$ cat config.mk
export PLATFORM = sky130hd
export DESIGN_NAME = byte_queue_flat
export DESIGN_NICKNAME = d
export VERILOG_FILES = /design/src/rtl/byte_queue_if.sv /design/src/rtl/byte_queue.sv /design/src/flat_wrapper.sv
export SDC_FILE = /design/constraint.sdc
export NUM_CORES = 1
export LEC_CHECK = 0
export CORE_MARGIN = 2
export CORE_UTILIZATION = 47
export DETAILED_ROUTE_END_ITERATION = 6
export HOLD_SLACK_MARGIN = 0.1
export PLACE_DENSITY = 0.78
export SLEW_MARGIN = 10
export SYNTH_ARGS = -nofsm -noshare
export SYNTH_HDL_FRONTEND = slang
export SYNTH_SLANG_ARGS = --single-unit
$ cat constraint.sdc
create_clock -name clk -period 3.5 [get_ports clk]
set_input_delay 0.875 -clock clk [delete_from_list [all_inputs] [get_ports clk]]
set_output_delay 0.875 -clock clk [all_outputs]
set_load 0.01 [all_outputs]
$ cat src/rtl/byte_queue_if.sv
// Handshake bundle between the receiver (producer), the byte queue and the sender (consumer).
// master = the side that pushes bytes and accepts the head; slave = the queue itself.
interface byte_queue_if #(
    parameter int DEPTH_LOG2 = 4,
    parameter int DATA_WIDTH = 8
);
    logic [DATA_WIDTH-1:0] wr_data;
    logic                  wr_en;
    logic [DATA_WIDTH-1:0] rd_data;
    logic                  rd_valid;
    logic                  rd_ready;
    logic [DEPTH_LOG2:0]   level;
    logic                  full;
    logic                  overflow;

    modport master (
        output wr_data, wr_en, rd_ready,
        input  rd_data, rd_valid, level, full, overflow
    );

    modport slave (
        input  wr_data, wr_en, rd_ready,
        output rd_data, rd_valid, level, full, overflow
    );
endinterface

$ cat src/rtl/byte_queue.sv
// Show-ahead byte FIFO with registered head, fill level and sticky overflow flag.
// A push into an empty queue shows up on rd_data one clock later.
module byte_queue #(
    parameter int DEPTH_LOG2 = 4,
    parameter int DATA_WIDTH = 8
) (
    input  logic          clk,
    input  logic          reset,
    byte_queue_if.slave   bq
);
    localparam int DEPTH = 1 << DEPTH_LOG2;
    localparam logic [DEPTH_LOG2:0]   FULL_LEVEL = (DEPTH_LOG2 + 1)'(DEPTH);
    localparam logic [DEPTH_LOG2:0]   LVL_ONE    = (DEPTH_LOG2 + 1)'(1);
    localparam logic [DEPTH_LOG2-1:0] PTR_ONE    = DEPTH_LOG2'(1);

    logic [DATA_WIDTH-1:0] r_mem [DEPTH];
    logic [DEPTH_LOG2-1:0] r_wr_ptr;
    logic [DEPTH_LOG2-1:0] r_rd_ptr;
    logic [DEPTH_LOG2:0]   r_level;
    logic                  r_overflow;
    logic [DATA_WIDTH-1:0] r_head;

    logic                  w_full;
    logic                  w_valid;
    logic                  w_pop;
    logic                  w_push;
    logic                  w_drop;
    logic [DEPTH_LOG2-1:0] w_wr_ptr_next;
    logic [DEPTH_LOG2-1:0] w_rd_ptr_next;
    logic [DEPTH_LOG2:0]   w_level_next;
    logic [DATA_WIDTH-1:0] w_head_next;

    assign w_full  = (r_level == FULL_LEVEL);
    assign w_valid = (r_level != '0);
    assign w_pop   = w_valid && bq.rd_ready;
    // A full queue still accepts a push when the head leaves in the same cycle.
    assign w_push  = bq.wr_en && (!w_full || w_pop);
    assign w_drop  = bq.wr_en && w_full && !w_pop;

    always_comb begin
        w_wr_ptr_next = r_wr_ptr;
        w_rd_ptr_next = r_rd_ptr;
        w_level_next  = r_level;
        if (w_push) begin
            w_wr_ptr_next = r_wr_ptr + PTR_ONE;
        end
        if (w_pop) begin
            w_rd_ptr_next = r_rd_ptr + PTR_ONE;
        end
        case ({w_push, w_pop})
            2'b10:   w_level_next = r_level + LVL_ONE;
            2'b01:   w_level_next = r_level - LVL_ONE;
            default: w_level_next = r_level;
        endcase
    end

    // The next head may be the byte being written this very cycle, so bypass the array.
    always_comb begin
        w_head_next = r_mem[w_rd_ptr_next];
        if (w_level_next == '0) begin
            w_head_next = '0;
        end else if (w_push && (r_wr_ptr == w_rd_ptr_next)) begin
            w_head_next = bq.wr_data;
        end
    end

    always_ff @(posedge clk) begin
        if (!reset && w_push) begin
            r_mem[r_wr_ptr] <= bq.wr_data;
        end
    end

    always_ff @(posedge clk) begin
        if (reset) begin
            r_wr_ptr   <= '0;
            r_rd_ptr   <= '0;
            r_level    <= '0;
            r_overflow <= 1'b0;
            r_head     <= '0;
        end else begin
            r_wr_ptr <= w_wr_ptr_next;
            r_rd_ptr <= w_rd_ptr_next;
            r_level  <= w_level_next;
            r_head   <= w_head_next;
            if (w_drop) begin
                r_overflow <= 1'b1;
            end
        end
    end

    assign bq.rd_data  = r_head;
    assign bq.rd_valid = w_valid;
    assign bq.level    = r_level;
    assign bq.full     = w_full;
    assign bq.overflow = r_overflow;
endmodule

$ cat src/flat_wrapper.sv
// flat-port wrapper written by rule: the top's interface ports become plain ports
module byte_queue_flat 
#(
    parameter int DEPTH_LOG2 = 4,
    parameter int DATA_WIDTH = 8
)
  (clk, reset, bq_wr_data, bq_wr_en, bq_rd_ready, bq_rd_data, bq_rd_valid, bq_level, bq_full, bq_overflow);
  byte_queue_if #(.DEPTH_LOG2(DEPTH_LOG2), .DATA_WIDTH(DATA_WIDTH)) bq_i ();
  input  logic clk;
  input  logic reset;
  input wire logic [$bits(bq_i.wr_data)-1:0] bq_wr_data;
  input wire logic [$bits(bq_i.wr_en)-1:0] bq_wr_en;
  input wire logic [$bits(bq_i.rd_ready)-1:0] bq_rd_ready;
  output wire logic [$bits(bq_i.rd_data)-1:0] bq_rd_data;
  output wire logic [$bits(bq_i.rd_valid)-1:0] bq_rd_valid;
  output wire logic [$bits(bq_i.level)-1:0] bq_level;
  output wire logic [$bits(bq_i.full)-1:0] bq_full;
  output wire logic [$bits(bq_i.overflow)-1:0] bq_overflow;
  assign bq_i.wr_data = bq_wr_data;
  assign bq_i.wr_en = bq_wr_en;
  assign bq_i.rd_ready = bq_rd_ready;
  assign bq_rd_data = bq_i.rd_data;
  assign bq_rd_valid = bq_i.rd_valid;
  assign bq_level = bq_i.level;
  assign bq_full = bq_i.full;
  assign bq_overflow = bq_i.overflow;
  byte_queue #(.DEPTH_LOG2(DEPTH_LOG2), .DATA_WIDTH(DATA_WIDTH)) u_core (.clk(clk), .reset(reset), .bq(bq_i));
endmodule
# Word level (Yosys, flattened, before mapping)
# Memories as Yosys holds them, arrays and structs flattened. A register that Yosys moved wholly into a read port is not among the register bits.
# Cells that the tools add are included.
dict set report word_totals {
  regBits 14
  ram_bits 128
  word_cells 28
  memories 1
}
dict set report classes {
  addsub 4
  n_eq_ne 3
  mux 4
  reduce_logical 12
}
# memory depth width read_ports rd_clocked_by_memory_dff write_ports line_no
set memory_table {}
lappend memory_table {u_core.r_mem 16 8 1 1 1 byte_queue.sv:16} ;# logic [DATA_WIDTH-1:0] r_mem [DEPTH];
# cell n
set op_table {}
lappend op_table {{$pmux 5 s2} 1}
lappend op_table {{$add 4x1->4 const B} 2}
lappend op_table {{$add 5x1->5 const B} 1}
lappend op_table {{$eq 5x5->1 const B} 1}
lappend op_table {{$logic_and 1x1->1} 5}
lappend op_table {{$logic_not 5->1} 1}
lappend op_table {{$reduce_bool 5->1} 1}
lappend op_table {{$sub 5x1->5 const B} 1}
lappend op_table {{$mux 4} 1}
lappend op_table {{$logic_not 1->1} 3}
lappend op_table {{$eq 2x1->1 const B} 1}
lappend op_table {{$eq 2x2->1 const B} 1}
lappend op_table {{$mux 1} 2}
lappend op_table {{$reduce_or 2->1} 1}
lappend op_table {{$logic_or 1x1->1} 1}

# Logic depth before layout (Yosys ltp)
# Gate-level depths: netlist of the first run.
dict set report depth {
  ltp_word 8
  ltp_mapped 12
  ltp_nobuf 11
}

# Worst setup path after synthesis of the first run
# OpenSTA, ideal clock, no wires.
dict set report synth_timing {
  kind {in2reg}
  startpoint {input port bq_rd_ready}
  endpoint {register u_core.r_head[5], in the netlist u_core.bq.rd_data[5], read port of u_core.r_mem}
  arrival_time_ps 3176
  required_time_ps 3373
  slack_ps 197
  path_stages 10
  path_buffers 1
  cell_sequence {buf_1 > nor2b_1 > nand2_1 > fa_1 > nand2b_1 > a21o_1 > a31o_2 > a211oi_1 > a41o_1 > a211oi_2}
}
dict set report synth_between {
  elab_chain_cells 7
  word_cells_on_any_way 9
  cone_classes {eq/ne: 2; mux: 2; reduce/logical: 5}
}
# item line_no
set synth_rtl {}
lappend synth_rtl {{start: declaration} flat_wrapper.sv:13} ;# input wire logic [$bits(bq_i.rd_ready)-1:0] bq_rd_ready;
lappend synth_rtl {{$logic_and 1x1->1 *} byte_queue.sv:35} ;# assign w_pop = w_valid && bq.rd_ready;
lappend synth_rtl {{$logic_or 1x1->1} byte_queue.sv:37} ;# assign w_push = bq.wr_en && (!w_full || w_pop);
lappend synth_rtl {{$logic_and 1x1->1} byte_queue.sv:37}
lappend synth_rtl {{$eq 2x1->1 or $eq 2x2->1 (tied branches)} byte_queue.sv:50} ;# case ({w_push, w_pop})
lappend synth_rtl {{$pmux 5 s2} byte_queue.sv:50}
lappend synth_rtl {{$logic_not 5->1} byte_queue.sv:60} ;# if (w_level_next == '0) begin
lappend synth_rtl {{$reduce_or 2->1 (no source line)} --}
lappend synth_rtl {{end: declaration} byte_queue.sv:21} ;# logic [DATA_WIDTH-1:0] r_head;
# Mark *: on every way between the ends. The rest lies on a longest branch, timed or not.
# A chain may end at the register's enable or synchronous reset.

# Worst setup path in the final report of the first run
dict set report layout_timing {
  startpoint {input port bq_rd_ready}
  endpoint {register u_core.r_head[1], in the netlist u_core.bq.rd_data[1], read port of u_core.r_mem}
}
# Same word-level chain as after synthesis.

==> results of run 1 <==
==> per-stage QoR <==
step           worst slack, ps  utilization (%)  hold WS [ps]  cells  setup TNS, ps
4_1_cts                  245.3            56.42         481.5    743              0
5_1_grt                  67.18            56.42         530.9    743              0
2_1_floorplan            197.0                -         502.2    472              0
6_report                 231.5            56.42         474.9    743              0
3_3_place_gp            -2.900            52.47         451.9    711         -9.242
3_5_place_dp            -108.5            52.47         463.9    711         -615.6
==> layer usage <==
metal,GRT usage (%),up-vias,wire [µm],share of wire [%]
met3,4.294,34,1324,7.8
met5,0,-,0,0
met2,35.45,258,8591,51
li1,-,1974,-,-
met4,10.36,0,533,3.1
met1,27.52,2374,6535,38
==> critical path, cell delays in order <==
cell and delay (ps):
clkdlybuf4s50_1 480, nor2b_1 170, nand2_1 100, fa_1 400, nand2b_1 180, a21o_1 190
a31o_2 250, a211oi_1 330, a41o_1 440, a311oi_1 120
==> cells in the mapped netlist (2+ instances only) <==
| cell | n | share of area [%] |
|---|---|---|
| mux4_2 | 71 | 22 |
| o22ai_1 | 2 | 0.17 |
| o21a_1 | 2 | 0.20 |
| buf_4 | 4 | 0.41 |
| edfxtp_1 | 128 | 52 |
| xnor2_1 | 6 | 0.71 |
| a32oi_1 | 2 | 0.24 |
| nor2b_1 | 2 | 0.17 |
| inv_1 | 9 | 0.46 |
| a2bb2oi_1 | 2 | 0.24 |
| buf_2 | 9 | 0.61 |
| a21o_1 | 2 | 0.20 |
| nand3_1 | 2 | 0.14 |
| a21oi_1 | 21 | 1.4 |
| dfxtp_1 | 22 | 6.0 |
| o21ai_0 | 8 | 0.54 |
| a211oi_1 | 7 | 0.71 |
| mux2i_1 | 3 | 0.41 |
| xor2_1 | 5 | 0.59 |
| nand2b_1 | 15 | 1.3 |
| nor3_1 | 6 | 0.41 |
| buf_1 | 6 | 0.31 |
| clkbuf_1 | 8 | 0.41 |
| ha_1 | 8 | 1.4 |
| a311oi_1 | 7 | 0.83 |
| nand2_1 | 46 | 2.3 |
| nor2_1 | 44 | 2.2 |
==> sequential cells by signal (all words and copies together) (netlist names) <==
register            flops
u_core.bq.level         5
u_core.bq.overflow      1
u_core.bq.rd_data       8
u_core.r_mem          128
u_core.r_rd_ptr         4
u_core.r_wr_ptr         4
==> path summary, 6_finish.rpt <==
| path | startpoint | end | slack, ps | cells after the start |
|---|---|---|---|---|
| min | u_core.bq.overflow | u_core.bq.overflow | 470 | 2 |
| max | bq_rd_ready | u_core.bq.rd_data[1] | 230 | 10 |
| min reg2reg | u_core.bq.overflow | u_core.bq.overflow | 470 | 2 |
| max reg2reg | u_core.bq.level[1] | u_core.bq.rd_data[1] | 290 | 11 |
==> cell type report <==
cell class	instances	area, µm²	share of cell area (%)
Timing Repair Buffer	57	508.0	5.901
Tap cell	211	264.0	3.067
Clock inverter	15	176.4	2.049
Multi-Input combinational cell	284	2912	33.82
Clock buffer	17	425.4	4.942
Sequential cell	150	4289	49.83
Inverter	9	33.78	0.3924
==> report_power, final <==
group / switching (µW) / internal, µW / total, µW
combinational: 875 / 891 / 1770
clock: 727 / 1120 / 1850
sequential: 105 / 2030 / 2130
==> logic make-up after synthesis <==
| family | count (synthesis) | synth area share (%) |
|---|---|---|
| XOR/XNOR | 13 | 1.847 |
| flip-flops | 150 | 58.02 |
| multiplexers | 74 | 22.06 |
| AO/OA/AOI/OAI | 67 | 6.558 |
| adder cells (fa/ha/maj) | 9 | 1.627 |
| AND/OR/NAND/NOR | 121 | 7.338 |
| buffers and inverters | 38 | 2.542 |
==> impl_metrics.toml, run 1 <==
[run_status]
outcome = "finished, final reports clean"

[job]
maxCapViolations = 0

[finish]
areaGrowthSynthToFinish_pct = 16.59
drive_above_1_share_pct = 27.26
mostFrequentLayoutCells = "edfxtp_1, mux4_2, nand2_1, nor2_1, buf_4"
final_common_cell = "edfxtp_1"
fillCellCount = 1158
final_nets = 540
final_cell_area_um2 = 8608
antenna_cells = 0

[detailed_routing]
wl_per_cell_um = 22.86
dr.pass1.iters = 6
wl_um = 16980
drc = 0
via_per_inst = 6.245
vias = 4640
final_antenna_net_count = 0
drtIter0Drc = 504

[pwr]
total_power_uw = 5747
powerDensity_nw_per_um2 = 667.6
leakagePower_uw = 0.002771
ir_worst_vdd_mv = 0.4052

[synth]
synth_nets = 493
syn_area_per_cell_um2 = 15.64
ys_warn_count = 0
synth-edff-count = 128
netlist_area_um2 = 7383
synth_seq_cells = 150
async_flop_share_pct = 0
synth_cells = 472
ys.flop_type = "edfxtp_1"
synth_seq_area_share_pct = 58.02
ys_types = 52

[die]
ios = 28
die_x_um = 129.3
coreArea_um2 = 15260
num_rows = 45
dieArea_um2 = 16730
die_h_um = 129.3
initial_core_util_pct = 48.39

[clock_network]
cts.repair.resized = 0
holdBufCountCts = 0
insertion_delay_ps = 420
numCtsBuffers = 17
postCtsSetupRepairBufs = 0
htreeDepth = 4
cts_tree = "yes"
clkSinkCount = 150
cts_max_path_buffers = 2
cts_root_buffer = "clkbuf_16"
clk_pin_slew_worst_paths_ps = 60

[timing]
tightest_slew_ps = 966.7
clock.fmax_mhz = 305.9
fin_worst_skew_ps = 7.548
period_share_pct = 93.39
final-hold-violation-count = 0
max_slew_margin_pct = 35.31
period_minus_slack_ps = 3269
drv_slew = 0
setup_viol = 0
rsz0062_at_grt = "no"

[worst_setup_path]
start_kind = "primary input"
arrival_ps = 3540
crit_required_ps = 3770
critPathKind = "primary input to register"
critPathMaxFanout = 8
crit_path_end_kind = "register"

[place]
dp_hpwl_um = 11000
port_buffers = 27
gp_congestion = 0.8586
place_area_um2 = 8006

[global_route]
grt_use_total_pct = 21.49
grt_antenna_before_repair = 0
grt.overflow.total = 0
grt_pass1_wl_um = 25960
grt_pass1_vias = 4621
grt_start_max_net_pins = 40

[worst_hold_path]
min_path_type = "register to register"
Note: power is estimated with default switching activity, not from simulation.
==> run 2, diff against run 1 <==
--- a/config.mk
+++ b/config.mk
@@ -6,10 +6,10 @@
 export NUM_CORES = 1
 export LEC_CHECK = 0
 export CORE_MARGIN = 2
-export CORE_UTILIZATION = 47
+export CORE_UTILIZATION = 55
 export DETAILED_ROUTE_END_ITERATION = 6
 export HOLD_SLACK_MARGIN = 0.1
-export PLACE_DENSITY = 0.78
+export PLACE_DENSITY = 0.87
 export SLEW_MARGIN = 10
 export SYNTH_ARGS = -nofsm -noshare
 export SYNTH_HDL_FRONTEND = slang
==> run 2 against run 1 <==
Utilization increased by 8.4 points. Count of clock-buffer cells in the layout increased by 4. Critical path type unchanged. Via count increased by 3.3%. Maximum frequency increased by 4.2%. Register-to-register slack improved by 90 ps. Sequential share of layout area increased by 0.35 points. First-iteration DRC count increased by 28%.
==> impl_metrics.toml, run 2 (synthesis gave the netlist of run 1 again) <==
[run_status]
outcome = "finished, final reports clean"

[timing]
max_slew_margin_pct = 38.37
setup_viol = 0
final-hold-violation-count = 0
period_minus_slack_ps = 3136
tightest_slew_ps = 921.0
setup_ws_ps = 364.5
clock.fmax_mhz = 318.9
period_share_pct = 89.59
setup_tns_ps = 0
drv_slew = 0
fin_worst_skew_ps = 7.650
hold_slack_ps = 484.5
rsz0062_at_grt = "no"

[die]
dieArea_um2 = 14370
num_rows = 42
die_h_um = 119.9
die_x_um = 119.9
ios = 28
coreArea_um2 = 13190
initial_core_util_pct = 55.98

[detailed_routing]
via_per_inst = 6.762
wl_per_cell_um = 25.33
drtIter0Drc = 647
routed.top_layer = "met4"
vias = 4794
wl_um = 17960
drc = 0
met2_length_um = 9304
dr.pass1.iters = 5
final_antenna_net_count = 0
wl_met1_um = 6590
route.met3.wl_um = 1509

[clock_network]
cts_tree = "yes"
clkSinkCount = 150
holdBufCountCts = 0
clk_pin_slew_worst_paths_ps = 60
numCtsBuffers = 17
cts_max_path_buffers = 2
cts.repair.resized = 0
cts_root_buffer = "clkbuf_16"
htreeDepth = 4
postCtsSetupRepairBufs = 0
insertion_delay_ps = 430

[finish]
largest_register_ffs = 128
regMostFlops = "u_core.r_mem"
mostFrequentLayoutCells = "edfxtp_1, mux4_2, nand2_1, nor2_1, buf_4"
drive_above_1_share_pct = 27.58
areaGrowthSynthToFinish_pct = 15.78
final_nets = 541
final_common_cell = "edfxtp_1"
antenna_cells = 0

[global_route]
grt_antenna_before_repair = 0
grt_pass1_vias = 4921
grt_use_total_pct = 26.93
grt.overflow.total = 0
grt_start_max_net_pins = 48
grt_pass1_wl_um = 28120

[pwr]
leakagePower_uw = 0.002792
total_power_uw = 5720
powerDensity_nw_per_um2 = 669.2
ir_worst_vdd_mv = 0.4601

[place]
port_buffers = 27
dp_hpwl_um = 11230
gp_congestion = 0.9055
preCtsSetupSlack_ps = -17.50

[worst_setup_path]
critPathLaunch = "bq_rd_ready"
r2r-start = "u_core.bq.level[1]"
critPathMaxStageDelay_ps = 480
critPathSlowestCell = "clkdlybuf4s50_1"
crit_required_ps = 3790
start_kind = "primary input"
crit_path_end_kind = "register"
crit_chain = "clkdlybuf4s50_1, nor2b_1, nand2_1, fa_1, nand2b_1, a21o_1, a31o_2, a211oi_1, a41o_1, a311oi_1"
critPathKind = "primary input to register"
critPathMaxFanout = 8
arrival_ps = 3430

[job]
maxCapViolations = 0

[worst_hold_path]
holdCritStartpoint = "u_core.bq.overflow"
min_path_type = "register to register"
[run 2: changes by cell type in the layout (fill, tap and decap cells not counted), moves of 2 or more]
cell / change
clkinvlp_4: -5
bufinv_16: -3
buf_4: +2
clkbuf_16: +3
clkinv_4: +2
inv_4: +2
[run 2: critical path, delay by kind of cell]
kind,cells,cell delay (ps)
AOI/OAI and AO/OA,5,1260
buffers and inverters,1,480
and+or+nand+nor,3,440
adders and majority gates,1,380
[run 2: per-layer routing]
metal,vias up,track usage [%]
met2,326,44.39
met5,-,0
met3,51,6.179
met4,0,12.06
met1,2442,34.47
li1,1975,-
[run 2: path summary, 6_finish.rpt]
kind,endpoint,slack [ps],depth (start not counted)
setup / recovery,u_core.bq.rd_data[1],360,10
hold / removal,u_core.bq.overflow,480,2
setup reg to reg,u_core.bq.rd_data[1],380,11
hold reg to reg,u_core.bq.overflow,480,2
[run 2: power by group]
part	switching, µW	internal [µW]	total (µW)
combinational	888	887	1770
sequential	128	2030	2150
clock	742	1050	1790
total	1760	3960	5720
[run 2: per-stage QoR]
stage,area [µm²],util [%],instances
after detailed placement,7958,60.33,677
final,8548,64.81,709
after global routing,8548,64.81,709
after floorplan,7383,-,472
after global placement,7958,60.33,677
after CTS,8548,64.81,709
[run 2: layout make-up]
| cell class | instances | area, µm² |
|---|---|---|
| fillers | 854 | 4642 |
| flip-flops and latches | 150 | 4289 |
| multi-input cells | 284 | 2912 |
| clock buffers | 21 | 508.0 |
| repair buffers | 58 | 503.0 |
| well taps | 176 | 220.2 |
| clock inverters | 11 | 82.58 |
| inverters | 9 | 33.78 |
